File: src/rtl/piso_serializer_pkg.sv
// Shared definitions for the serial link: state encoding and counter sizing.
// The receive-side capture register reuses cnt_w() so both ends agree on
// the bit-counter width for a given word size.
package piso_serializer_pkg;

  typedef enum logic {
    IDLE  = 1'b0,
    SHIFT = 1'b1
  } state_t;

  // Bit-counter width for an n-bit word; at least one bit.
  function automatic int cnt_w(input int n);
    return (n > 1) ? $clog2(n) : 1;
  endfunction

endpackage

File: src/rtl/piso_serializer.sv
// Parallel-in, serial-out transmitter. Accepts an n-bit word on a
// valid/ready handshake and shifts it out one bit per clock with a framing
// valid and a one-cycle done pulse after the last bit. Words can be
// streamed back to back with no idle gap.
//
//   state | meaning
//   ------+-----------------------------------------------------------
//   IDLE  | no word in flight, ready for a new word
//   SHIFT | transmitting shreg; cnt counts bits already sent
module piso_serializer
  import piso_serializer_pkg::*;
#(
  parameter int n         = 4,
  parameter int MSB_FIRST = 1
) (
  input  logic         clk,
  input  logic         rst,
  input  logic [n-1:0] D,
  input  logic         load_valid,
  output logic         load_ready,
  output logic         sout,
  output logic         sout_valid,
  output logic         done
);

  localparam int               CNT_W = cnt_w(n);
  localparam logic [CNT_W-1:0] LAST  = CNT_W'(n - 1);

  state_t           state, state_next;
  logic [n-1:0]     shreg;
  logic [n-1:0]     shreg_shifted;
  logic [CNT_W-1:0] cnt;
  logic             last_bit;
  logic             accept;

  assign last_bit = (state == SHIFT) && (cnt == LAST);
  assign accept   = load_valid && load_ready;

  // Shift toward the output end, zero-filling behind the data.
  always_comb begin
    if (MSB_FIRST != 0) shreg_shifted = {shreg[n-2:0], 1'b0};
    else                shreg_shifted = {1'b0, shreg[n-1:1]};
  end

  // State register.
  always_ff @(posedge clk or posedge rst) begin
    if (rst) state <= IDLE;
    else     state <= state_next;
  end

  // Next-state: leave SHIFT only when the last bit goes out with no new word.
  always_comb begin
    state_next = state;
    case (state)
      IDLE:    if (load_valid) state_next = SHIFT;
      SHIFT:   if (last_bit && !load_valid) state_next = IDLE;
      default: state_next = IDLE;
    endcase
  end

  // Outputs: sout comes straight from shreg so the first bit is visible the
  // cycle after the accepting edge; ready reopens on the last bit to stream.
  always_comb begin
    load_ready = 1'b1;
    sout_valid = 1'b0;
    sout       = 1'b0;
    if (state == SHIFT) begin
      load_ready = last_bit;
      sout_valid = 1'b1;
      sout       = (MSB_FIRST != 0) ? shreg[n-1] : shreg[0];
    end
  end

  // Datapath: load on accept, shift and count mid-word, pulse done after the
  // last bit. Reset aborts any word in flight without a done pulse.
  always_ff @(posedge clk or posedge rst) begin
    if (rst) begin
      shreg <= '0;
      cnt   <= '0;
      done  <= 1'b0;
    end else begin
      done <= last_bit;
      if (accept) begin
        shreg <= D;
        cnt   <= '0;
      end else if ((state == SHIFT) && !last_bit) begin
        shreg <= shreg_shifted;
        cnt   <= cnt + 1'b1;
      end
    end
  end

endmodule

File: config.mk
export PLATFORM = sky130hd
export DESIGN_NAME = piso_serializer
export DESIGN_NICKNAME = d
export VERILOG_FILES = /design/src/rtl/piso_serializer_pkg.sv /design/src/rtl/piso_serializer.sv
export SDC_FILE = /design/constraint.sdc
export NUM_CORES = 1
export LEC_CHECK = 0
export CAP_MARGIN = 20
export CELL_PAD_IN_SITES_DETAIL_PLACEMENT = 1
export CELL_PAD_IN_SITES_GLOBAL_PLACEMENT = 2
export CORE_AREA = 2 2 39 41
export CTS_BUF_LIST = sky130_fd_sc_hd__clkbuf_8
export DETAILED_ROUTE_END_ITERATION = 8
export DIE_AREA = 0 0 41 43
export GPL_TIMING_DRIVEN = 1
export PLACE_DENSITY_LB_ADDON = 0.3
export SLEW_MARGIN = 20
export SYNTH_ARGS = -nofsm -noshare
export SYNTH_HDL_FRONTEND = slang
export SYNTH_SLANG_ARGS = --single-unit
File: constraint.sdc
create_clock -name clk -period 2.1 [get_ports clk]
set_input_delay 0.525 -clock clk [delete_from_list [all_inputs] [get_ports clk]]
set_output_delay 0.525 -clock clk [all_outputs]
set_load 0.1 [all_outputs]
# ---- Word level (Yosys, flattened, before mapping)
# Index checks and enable logic that the tools add are counted.
dict set report op_classes {
  n_addsub 1
  multipliers 0
  div 0
  n_lt_le_gt_ge 0
  eq_ne 1
  shift 0
  muxes 10
  bitwise 1
  reduce_logical 7
}
# operator count
set ops {}
lappend ops {{4-bit two-way mux} 2}
lappend ops {{1-bit two-way mux} 5}
lappend ops {{1-bit logical AND} 4}
lappend ops {{2-bit two-way mux} 2}
lappend ops {{2-bit by 1-bit adder with 2-bit output, second input constant} 1}
lappend ops {{2-bit == test, second input constant} 1}
lappend ops {{1-bit zero test} 2}
lappend ops {{1-bit one-hot mux with 2 select lines} 1}
lappend ops {{2-bit nonzero test} 1}
lappend ops {{1-bit NOT} 1}
dict set report word_totals {
  reg_bits 8
  latch_bits 0
  mem_bits_rw 0
  rom_bits 0
  in_bits 7
  out_inout_bits 4
  elab_cells 24
  memories 0
}

# ---- Longest topological paths before layout
# Gate-level depths: netlist of run 1.
dict set report depth {
  ltp_word 6
  ltp_mapped 4
  depth_no_buf 3
}

# ---- Worst setup path before layout of run 1
# No wires, ideal clock.
dict set report synth_path {
  kind {register to output}
  startpoint {register state}
  endpoint {output port sout}
  t_arrival_ns 1.787
  required_ns 1.575
  slack_ns -0.212
  stages_incl_launch_ff 2
  n_path_buf 0
  cell_sequence {dfrtp_1 -> and2_1}
}
dict set report synth_via {
  elab_chain_cells 1
}
# item line_no
set synth_lines {}
lappend synth_lines {{start: declaration} piso_serializer.sv:29} ;# state_t state, state_next;
lappend synth_lines {{start signal: assignment} piso_serializer.sv:48} ;# else state <= state_next;
lappend synth_lines {{1-bit two-way mux} piso_serializer.sv:67} ;# if (state == SHIFT) begin
lappend synth_lines {{end: declaration} piso_serializer.sv:21} ;# output logic sout,
# No other way between the ends.

# ---- Final worst setup path of run 1
dict set report layout_path {
  startpoint {register cnt[0]}
  endpoint {output port load_ready}
}
dict set report layout_via {
  elab_chain_cells 3
}
# item line_no
set layout_lines {}
lappend layout_lines {{start: declaration} piso_serializer.sv:32} ;# logic [CNT_W-1:0] cnt;
lappend layout_lines {{start signal: assignment} piso_serializer.sv:88} ;# cnt <= cnt + 1'b1;
lappend layout_lines {{2-bit == test} piso_serializer.sv:36} ;# assign last_bit = (state == SHIFT) && (cnt == LAST);
lappend layout_lines {{1-bit logical AND} piso_serializer.sv:36}
lappend layout_lines {{1-bit two-way mux} piso_serializer.sv:67}
lappend layout_lines {{end: declaration} piso_serializer.sv:20} ;# output logic load_ready,
# No other way between the ends.

==> metrics.log, run 1 <==
INFO  metric holdWs = 510 ps
INFO  metric grt_start_max_net_pins = 9
INFO  metric synth.distinct_cells = 12
INFO  metric post-route-drc-count = 0
INFO  metric ant_nets = 0
INFO  metric grt-ovfl-total = 0
INFO  metric fin_skew = 3.03 ps
INFO  metric postSynthRegisterBits = 8
INFO  metric period_minus_slack = 1780 ps
INFO  metric place.port_buffers = 10
INFO  metric cts_made_buffers = 3
INFO  metric routed_wl = 765 um
INFO  metric period_share = 0.847
INFO  metric fp.dieW = 41 um
INFO  metric cp.buffers_inverters = 1
INFO  metric syn_avg_cell_area = 14.5 um^2
INFO  metric critical_path.top_delay_family = flip-flops
INFO  metric post_cts.repair.setup_buffers = 0
INFO  metric totalNegativeSetupSlack = 0 ps
INFO  metric worst_ep_required_time = 1570 ps
INFO  metric asyncSetResetFlopFracSynth = 1.00
INFO  metric critPathSlowestCell = sky130_fd_sc_hd__dfrtp_1
INFO  metric reg2reg_slack = 640 ps
INFO  metric path_clk_slew = 40 ps
INFO  metric cp.arrival = 1250 ps
INFO  metric post_cts.resized_instances = 0
INFO  metric start_util = 0.294
INFO  metric antenna_found_initial = 0
INFO  metric clkLatencyLatePin = 220 ps
INFO  metric count_of_hold_buffers_inserted_by_post_cts_repair = 0
INFO  metric floorplan.rows = 14
INFO  metric maxUsedRoutingLayer = met4
INFO  metric syn_to_final_growth = 41.5%
INFO  metric yosys_most_used_dff = sky130_fd_sc_hd__dfrtp_1
INFO  metric antenna_diode_count = 0
INFO  metric list_of_most_frequent_post_synthesis_cells = 8 x sky130_fd_sc_hd__dfrtp_1, 6 x sky130_fd_sc_hd__mux2_4, 3 x sky130_fd_sc_hd__and2_1
INFO  metric timing.hold.worst.class = reg -> reg
INFO  metric vias = 251
INFO  metric worst_pin_slew = 337 ps
INFO  metric synthesis.nets = 36
INFO  metric number_of_warnings_printed_during_yosys_synthesis = 0
INFO  metric synth_edf_count = 0
INFO  metric io_pins = 11
INFO  metric drt_first_iter_violations = 0
INFO  metric maxClockFrequency = 562 MHz
INFO  metric finalMaxSlewViolations = 0
INFO  metric drive_gt1_frac = 0.500
INFO  metric max-clock-path-buffers = 2
INFO  metric core = 1380 um^2
INFO  metric regToRegEndpoint = shreg[3]
INFO  metric crit_type = reg -> out
INFO  metric detail_route.vias_per_cell = 4.48
INFO  metric maxCapViolations = 0
INFO  metric crit-reg2reg-launch = cnt[0]
INFO  metric routabilityCongestion = 0.680
INFO  metric most_numerous_cell_in_the_yosys_netlist = sky130_fd_sc_hd__dfrtp_1
INFO  metric timing.final.hold_violations = 0
INFO  metric cts.htree.levels = 1
INFO  metric critPathLaunchType = flip-flop
INFO  metric wl_met2 = 390 um
INFO  metric synthesized_cell_area = 407 um^2
INFO  metric fin_nets = 50
INFO  metric hp-start = shreg[0]
INFO  metric die_height = 43 um
INFO  metric grt_first_pass_wirelength = 1.28 mm
INFO  metric vias_in_the_first_global_route = 289
INFO  metric whs_endpoint = shreg[1]
INFO  metric m1WireLength = 319 um
INFO  metric drt_pass1_iterations = 1
INFO  metric path_max_fanout = 3
INFO  metric tritoncts = yes
INFO  metric detailroute.wirelength.met3 = 44 um
INFO  metric critical_path.cell_chain = ha_1 -> nand2b_1 -> buf_12
INFO  metric wire_per_inst = 13.7 um
INFO  metric setup-violations-final = 0
INFO  metric detailed_place_hpwl = 608 um
INFO  metric result_of_the_run = finished clean
INFO  metric grtUsageTotal = 0.119
INFO  metric die-area = 1760 um^2
INFO  metric cts_root_buf = sky130_fd_sc_hd__clkbuf_8
INFO  metric ff_to_ff_path_depth = 4
INFO  metric timing.critical_path.slowest_cell_delay = 410 ps
INFO  metric synth_sequential_area_ratio = 0.492
INFO  metric setup.worst_path.end_class = output pin
INFO  metric relSlewSlack = 0.775
INFO  metric synth_top_area_cell = sky130_fd_sc_hd__dfrtp_1
INFO  metric numClockSinks = 8
INFO  metric post_synth_inst_count = 28
INFO  metric grt_setup_unrepaired = no
INFO  metric yosys-top-cells-area = sky130_fd_sc_hd__dfrtp_1 49%, sky130_fd_sc_hd__mux2_4 22%, sky130_fd_sc_hd__mux2_2 5.5%, sky130_fd_sc_hd__and2_1 4.6%, sky130_fd_sc_hd__nand2b_2 4.3%
INFO  metric synth.top_cell.area_share = 0.492
INFO  metric hold_depth = 1
==> stage by stage <==
stage	cell area, um^2	setup WS, ps	utilization	instances
finish	576	321	0.416	56
global placement	534	228	0.386	53
floorplan	408	42.0	-	28
CTS	576	312	0.416	56
global route	576	270	0.416	56
detailed placement	534	195	0.386	53
==> layout by cell type, fill, tap and decap left out <==
cell type,n
sky130_fd_sc_hd__and2_1,2
sky130_fd_sc_hd__mux2i_1,1
sky130_fd_sc_hd__mux2_4,6
sky130_fd_sc_hd__dfrtp_1,8
sky130_fd_sc_hd__inv_1,1
sky130_fd_sc_hd__mux2_2,2
sky130_fd_sc_hd__nand2b_2,2
sky130_fd_sc_hd__clkdlybuf4s50_1,6
sky130_fd_sc_hd__nand2b_1,1
sky130_fd_sc_hd__ha_1,1
sky130_fd_sc_hd__buf_12,2
sky130_fd_sc_hd__and2_2,1
sky130_fd_sc_hd__buf_4,3
sky130_fd_sc_hd__clkbuf_8,3
sky130_fd_sc_hd__and2b_2,1
==> worst reg2reg max path: stages, from the launching register on <==
cell and delay, ps:
sky130_fd_sc_hd__dfrtp_1 410, sky130_fd_sc_hd__ha_1 220, sky130_fd_sc_hd__nand2b_1 210, sky130_fd_sc_hd__buf_4 200, sky130_fd_sc_hd__mux2_4 310
==> area by class of cell <==
type | instances | area (um^2)
Multi-Input combinational cell | 17 | 188
Clock buffer | 3 | 41.3
Fill cell | 148 | 808
Inverter | 1 | 3.75
Sequential cell | 8 | 200
Tap cell | 16 | 20.0
Timing Repair Buffer | 11 | 123
==> how the worst max path moves through the flow <==
| stage | startpoint | to | slack [ps] | cells past startpoint |
|---|---|---|---|---|
| after floorplan | state | sout | 40 | 1 |
| after global placement | load_valid | shreg[3] | 230 | 3 |
| after detailed placement | load_valid | shreg[3] | 190 | 3 |
| after CTS | cnt[0] | load_ready | 310 | 3 |
| after global routing | cnt[0] | load_ready | 270 | 3 |
| final | cnt[0] | load_ready | 320 | 3 |
==> registers in the layout (all words and copies together), names as in the netlist <==
name and flops:
cnt 2, done 1, shreg 4, state 1
==> cell families (layout without fill, tap and decap cells) <==
family / after synthesis / in the layout / share of synthesized area
fa+ha+maj: 1 / 1 / 0.0308
buf+inv: 3 / 15 / 0.0492
flops: 8 / 8 / 0.492
mux: 9 / 9 / 0.302
simple gates: 7 / 7 / 0.126
==> routing by layer <==
layer,GRT usage,vias to the layer above
met2,0.163,8
met3,0.0471,2
met5,0,-
met1,0.137,124
met4,0.100,0
li1,-,117
Power of run 1 is not shown: default switching activity piles up to over one toggle a cycle in this logic, so the estimate is an artifact.
==> inputs of run 2 (changes only) <==
- CORE_AREA: 2 2 39 41 -> unset
- CORE_MARGIN: unset -> 1.5
- CORE_UTILIZATION: unset -> 28
- DIE_AREA: 0 0 41 43 -> unset
- clock period: 2.1 -> 1.6 ns (I/O delays scaled with it)
==> metrics.log, run 2 (synthesis gave the netlist of run 1 again) <==
INFO  metric cts.htree.levels = 1 (unchanged)
INFO  metric drt_first_iter_violations = 0 (unchanged)
INFO  metric critPathLaunchType = flip-flop (unchanged)
INFO  metric fp.dieW = 41.1 um (was 41 um)
INFO  metric vias_in_the_first_global_route = 272 (was 289)
INFO  metric numClockSinks = 8 (unchanged)
INFO  metric grt_start_max_net_pins = 9 (unchanged)
INFO  metric period_minus_slack = 1540 ps
INFO  metric largest_register_ffs = 4 (unchanged)
INFO  metric core = 1330 um^2 (was 1380 um^2)
INFO  metric relSlewSlack = 0.794 (was 0.775)
INFO  metric fin_skew = 4.74 ps (was 3.03 ps)
INFO  metric worst_ep_required_time = 1200 ps (was 1570 ps)
INFO  metric die_height = 41.1 um (was 43 um)
INFO  metric critPathSlowestCell = sky130_fd_sc_hd__dfrtp_1 (unchanged)
INFO  metric wire_per_inst = 13.4 um (was 13.7 um)
INFO  metric routed_wl = 780 um (was 765 um)
INFO  metric fin_nets = 52 (was 50)
INFO  metric grt_setup_unrepaired = no (unchanged)
INFO  metric setup.worst_path.end_class = output pin (unchanged)
INFO  metric grt-ovfl-total = 0 (unchanged)
INFO  metric cts_root_buf = sky130_fd_sc_hd__clkbuf_8 (unchanged)
INFO  metric layout_common_cells = 7 x sky130_fd_sc_hd__dfrtp_1, 6 x sky130_fd_sc_hd__mux2_4, 6 x sky130_fd_sc_hd__clkdlybuf4s50_1 (was 8 x sky130_fd_sc_hd__dfrtp_1, 6 x sky130_fd_sc_hd__mux2_4, 6 x sky130_fd_sc_hd__clkdlybuf4s50_1)
INFO  metric die-area = 1690 um^2 (was 1760 um^2)
INFO  metric grtUsageTotal = 0.113 (was 0.119)
INFO  metric place.port_buffers = 10 (unchanged)
INFO  metric holdWs = 423 ps (was 510 ps)
INFO  metric timing.critical_path.slowest_cell_delay = 390 ps (was 410 ps)
INFO  metric syn_to_final_growth = 55.1% (was 41.5%)
INFO  metric io_pins = 11 (unchanged)
INFO  metric clkLatencyLatePin = 230 ps (was 220 ps)
INFO  metric timing.final.hold_violations = 0 (unchanged)
INFO  metric tritoncts = yes (unchanged)
INFO  metric path_clk_slew = 40 ps (about the same)
INFO  metric maxCapViolations = 0 (unchanged)
INFO  metric crit_type = reg -> out (unchanged)
INFO  metric cp.arrival = 1140 ps (was 1250 ps)
INFO  metric antenna_found_initial = 0 (unchanged)
INFO  metric period_share = 0.961
INFO  metric setup-violations-final = 0 (unchanged)
INFO  metric maxClockFrequency = 650 MHz
INFO  metric layout_commonest_cell = sky130_fd_sc_hd__dfrtp_1 (unchanged)
INFO  metric drt_pass1_iterations = 1 (unchanged)
INFO  metric path_max_fanout = 3 (unchanged)
INFO  metric cts_made_buffers = 3 (unchanged)
INFO  metric max_flop_register = shreg (unchanged)
INFO  metric vias = 252 (was 251)
INFO  metric drive_gt1_frac = 0.581 (was 0.500)
INFO  metric max-clock-path-buffers = 2 (unchanged)
INFO  metric post_cts.repair.setup_buffers = 0 (unchanged)
INFO  metric detail_route.vias_per_cell = 4.34 (was 4.48)
INFO  metric totalNegativeSetupSlack = 0 ps (unchanged)
INFO  metric finalMaxSlewViolations = 0 (unchanged)
INFO  metric layout_top_registers = shreg: 4 flops, cnt: 2 flops (unchanged)
INFO  metric floorplan.rows = 13 (was 14)
INFO  metric timing.hold.worst.class = in -> async (was reg -> reg)
INFO  metric critical_path.cell_chain = ha_2 -> nand2b_4 -> buf_12 (was ha_1 -> nand2b_1 -> buf_12)
INFO  metric critical_path.top_delay_family = flip-flops (unchanged)
INFO  metric post-route-drc-count = 0 (unchanged)
INFO  metric ant_nets = 0 (unchanged)
INFO  metric result_of_the_run = finished clean (unchanged)
INFO  metric start_util = 0.305 (was 0.294)
INFO  metric fill_cells = 144 (was 148)
INFO  metric routabilityCongestion = 0.682 (was 0.680)
INFO  metric grt_first_pass_wirelength = 1.17 mm (was 1.28 mm)
INFO  metric worst_pin_slew = 308 ps (was 337 ps)
INFO  metric detailed_place_hpwl = 573 um (was 608 um)
INFO  metric antenna_diode_count = 0 (unchanged)
INFO  metric cp.buffers_inverters = 1 (unchanged)
-- run 2: cell count changes in the layout (fill, tap and decap cells not counted) --
cell                       delta
sky130_fd_sc_hd__dfrtp_2      +1
sky130_fd_sc_hd__nand2b_4     +1
sky130_fd_sc_hd__dfrtp_1      -1
sky130_fd_sc_hd__buf_12       +2
sky130_fd_sc_hd__inv_1        +1
sky130_fd_sc_hd__nand2b_1     -1
sky130_fd_sc_hd__ha_1         -1
sky130_fd_sc_hd__and2_2       -1
sky130_fd_sc_hd__ha_2         +1
sky130_fd_sc_hd__and2_4       +1
-- run 2: layout make-up --
| type | count | area, um^2 | share of cell area |
|---|---|---|---|
| flip-flops and latches | 8 | 201 | 0.319 |
| multi-input cells | 17 | 199 | 0.315 |
| repair buffers | 13 | 163 | 0.258 |
| clock buffers | 3 | 41.3 | 0.0655 |
| well taps | 15 | 18.8 | 0.0298 |
| clock inverters | 1 | 3.75 | 0.00595 |
| inverters | 1 | 3.75 | 0.00595 |
-- run 2: repair_timing --
action	4_1_cts	5_1_grt
resized for setup	2	1
endpoints found under the setup margin	1	1
cloned	0	0
pin swaps	0	0
hold buffers	0	0
-- run 2: final timing paths --
| path | slack, ps | from | endpoint | depth (start not counted) |
|---|---|---|---|---|
| max reg2reg | 290 | cnt[0] | shreg[3] | 4 |
| min in group clk | 510 | shreg[0] | shreg[1] | 1 |
| min | 420 | rst | done | 2 |
| max in group asynchronous | 930 | rst | state | 2 |
| min reg2reg | 510 | shreg[0] | shreg[1] | 1 |
| max | 60 | cnt[0] | load_ready | 3 |
-- run 2: through the flow --
step / cells / util / instance area (um^2) / setup WS (ps)
5_1_grt: 58 / 0.473 / 631 / 14.8
6_report: 58 / 0.473 / 631 / 62.4
3_3_place_gp: 54 / 0.432 / 576 / -143
2_1_floorplan: 28 / - / 413 / 22.6
3_5_place_dp: 54 / 0.432 / 576 / -177
4_1_cts: 58 / 0.471 / 628 / 37.9
-- run 2: metal layers --
metal,GRT usage,part of all wire,vias to the layer above
met5,0,0,-
met4,0.0726,0.0051,0
met3,0.0489,0.054,2
met2,0.152,0.50,9
met1,0.146,0.44,119
li1,-,-,122
Power of run 2 is left out for the same reason.
==> inputs of run 3 (changes only) <==
- CORE_MARGIN: 1.5 -> 3
==> metrics.log, run 3 (synthesis gave the netlist of run 1 again) <==
INFO  metric result_of_the_run = finished clean (unchanged)
INFO  metric timing.hold.worst.class = in -> async (unchanged)
INFO  metric fin_nets = 52 (unchanged)
INFO  metric wire_per_inst = 12.6 um (was 13.4 um)
INFO  metric detailed_place_hpwl = 575 um (was 573 um)
INFO  metric routabilityCongestion = 0.727 (was 0.682)
INFO  metric finalMaxSlewViolations = 0 (unchanged)
INFO  metric clkLatencyLatePin = 230 ps (about the same)
INFO  metric setup-violations-final = 0 (unchanged)
INFO  metric largest_register_ffs = 4 (unchanged)
INFO  metric fin_skew = 3.75 ps (was 4.74 ps)
INFO  metric gr-usage-met3 = 0.0285 (was 0.0489)
INFO  metric crit_type = reg -> out (unchanged)
INFO  metric antenna_diode_count = 0 (unchanged)
INFO  metric syn_to_final_growth = 54.5% (was 55.1%)
INFO  metric detail_route.vias_per_cell = 4.38 (was 4.34)
INFO  metric grt.busiest_layer = met2 (unchanged)
INFO  metric die_height = 44.1 um (was 41.1 um)
INFO  metric setup.worst_path.end_class = output pin (unchanged)
INFO  metric period_share = 0.965 (was 0.961)
INFO  metric relSlewSlack = 0.788 (was 0.794)
INFO  metric final_util = 0.471 (was 0.473)
INFO  metric cts_made_buffers = 3 (unchanged)
INFO  metric setup_ws = 56.3 ps (was 62.4 ps)
INFO  metric core = 1330 um^2 (unchanged)
INFO  metric critPathSlowestCell = sky130_fd_sc_hd__dfrtp_1 (unchanged)
INFO  metric cts.htree.levels = 1 (unchanged)
INFO  metric post_cts.repair.setup_buffers = 0 (unchanged)
INFO  metric critPathLaunchType = flip-flop (unchanged)
INFO  metric grt_start_max_net_pins = 9 (unchanged)
INFO  metric timing.final.hold_violations = 0 (unchanged)
INFO  metric post_cts.resized_instances = 2 (unchanged)
INFO  metric maxCapViolations = 0 (unchanged)
INFO  metric die-area = 1950 um^2 (was 1690 um^2)
INFO  metric worst_ep_required_time = 1200 ps (about the same)
INFO  metric timing.critical_path.slowest_cell_delay = 380 ps (was 390 ps)
INFO  metric worst_pin_slew = 317 ps (was 308 ps)
INFO  metric cp.arrival = 1140 ps (about the same)
INFO  metric path_clk_slew = 40 ps (about the same)
INFO  metric critical_path.cell_chain = ha_1 -> nand2b_4 -> buf_12 (was ha_2 -> nand2b_4 -> buf_12)
INFO  metric grtUsageTotal = 0.0925 (was 0.113)
INFO  metric place.port_buffers = 10 (unchanged)
INFO  metric dp_worst_setup_slack = -177 ps (about the same)
INFO  metric drt_pass1_iterations = 1 (unchanged)
INFO  metric numClockSinks = 8 (unchanged)
INFO  metric max_flop_register = shreg (unchanged)
INFO  metric post-route-drc-count = 0 (unchanged)
INFO  metric floorplan.rows = 13 (unchanged)
INFO  metric grt_setup_unrepaired = no (unchanged)
INFO  metric vias = 254 (was 252)
INFO  metric io_pins = 11 (unchanged)
INFO  metric ant_nets = 0 (unchanged)
INFO  metric tritoncts = yes (unchanged)
INFO  metric maxClockFrequency = 648 MHz (was 650 MHz)
INFO  metric path_max_fanout = 3 (unchanged)
INFO  metric period_minus_slack = 1540 ps (about the same)
INFO  metric vias_in_the_first_global_route = 288 (was 272)
INFO  metric count_of_hold_buffers_inserted_by_post_cts_repair = 0 (unchanged)
INFO  metric instances_no_fill = 58 (unchanged)
INFO  metric fp.dieW = 44.1 um (was 41.1 um)
INFO  metric grt_first_pass_wirelength = 1.26 mm (was 1.17 mm)
INFO  metric start_util = 0.305 (unchanged)
INFO  metric layout_top_registers = shreg: 4 flops, cnt: 2 flops (unchanged)
INFO  metric layout_common_cells = 7 x sky130_fd_sc_hd__dfrtp_1, 6 x sky130_fd_sc_hd__mux2_4, 6 x sky130_fd_sc_hd__clkdlybuf4s50_1 (unchanged)
INFO  metric cts_root_buf = sky130_fd_sc_hd__clkbuf_8 (unchanged)
INFO  metric groute.layer.met1.usage = 0.111 (was 0.146)
INFO  metric routed_wl = 733 um (was 780 um)
INFO  metric placed_cells_incl_taps = 54 (unchanged)
INFO  metric grt-ovfl-total = 0 (unchanged)
INFO  metric antenna_found_initial = 0 (unchanged)
INFO  metric layout_commonest_cell = sky130_fd_sc_hd__dfrtp_1 (unchanged)
INFO  metric cp.buffers_inverters = 1 (unchanged)
INFO  metric drive_gt1_frac = 0.558 (was 0.581)
INFO  metric drt_first_iter_violations = 0 (unchanged)
INFO  metric max-clock-path-buffers = 2 (unchanged)
INFO  metric critical_path.top_delay_family = flip-flops (unchanged)
INFO  metric grtUsageMet2 = 0.137 (was 0.152)
-- run 3: cell counts in the layout (fill, tap and decap cells not counted) --
Identical to the previous run, type by type.
-- run 3: path summary, 6_finish.rpt --
path,cells after the start,startpoint,endpoint,slack (ps)
worst max register to register,4,cnt[0],shreg[2],290
min in group clk,1,shreg[0],shreg[1],510
worst min register to register,1,shreg[0],shreg[1],510
worst min-delay path,2,rst,cnt[0],440
worst max-delay path,3,cnt[0],load_ready,60
max in group asynchronous,2,rst,state,910
-- run 3: metrics by stage --
stage | instance area, um^2 | setup TNS, ps | hold WS, ps
floorplan | 413 | 0 | 216
global placement | 576 | -571 | 492
detailed placement | 576 | -707 | 502
CTS | 628 | 0 | 453
global route | 628 | 0 | 470
finish | 628 | 0 | 437
-- run 3: metal layers --
layer / vias up / wire, um / part of all wire
met2: 11 / 314 / 0.43
li1: 121 / - / -
met1: 120 / 347 / 0.47
met4: 0 / 14 / 0.019
met3: 2 / 56 / 0.076
met5: - / 0 / 0
-- run 3: layout make-up --
type	count	area, um^2
Clock buffer	3	41.3
Timing Repair Buffer	13	163
Fill cell	141	706
Clock inverter	1	3.75
Sequential cell	8	201
Inverter	1	3.75
Multi-Input combinational cell	17	196
Tap cell	15	18.8
Power of run 3 is left out for the same reason.
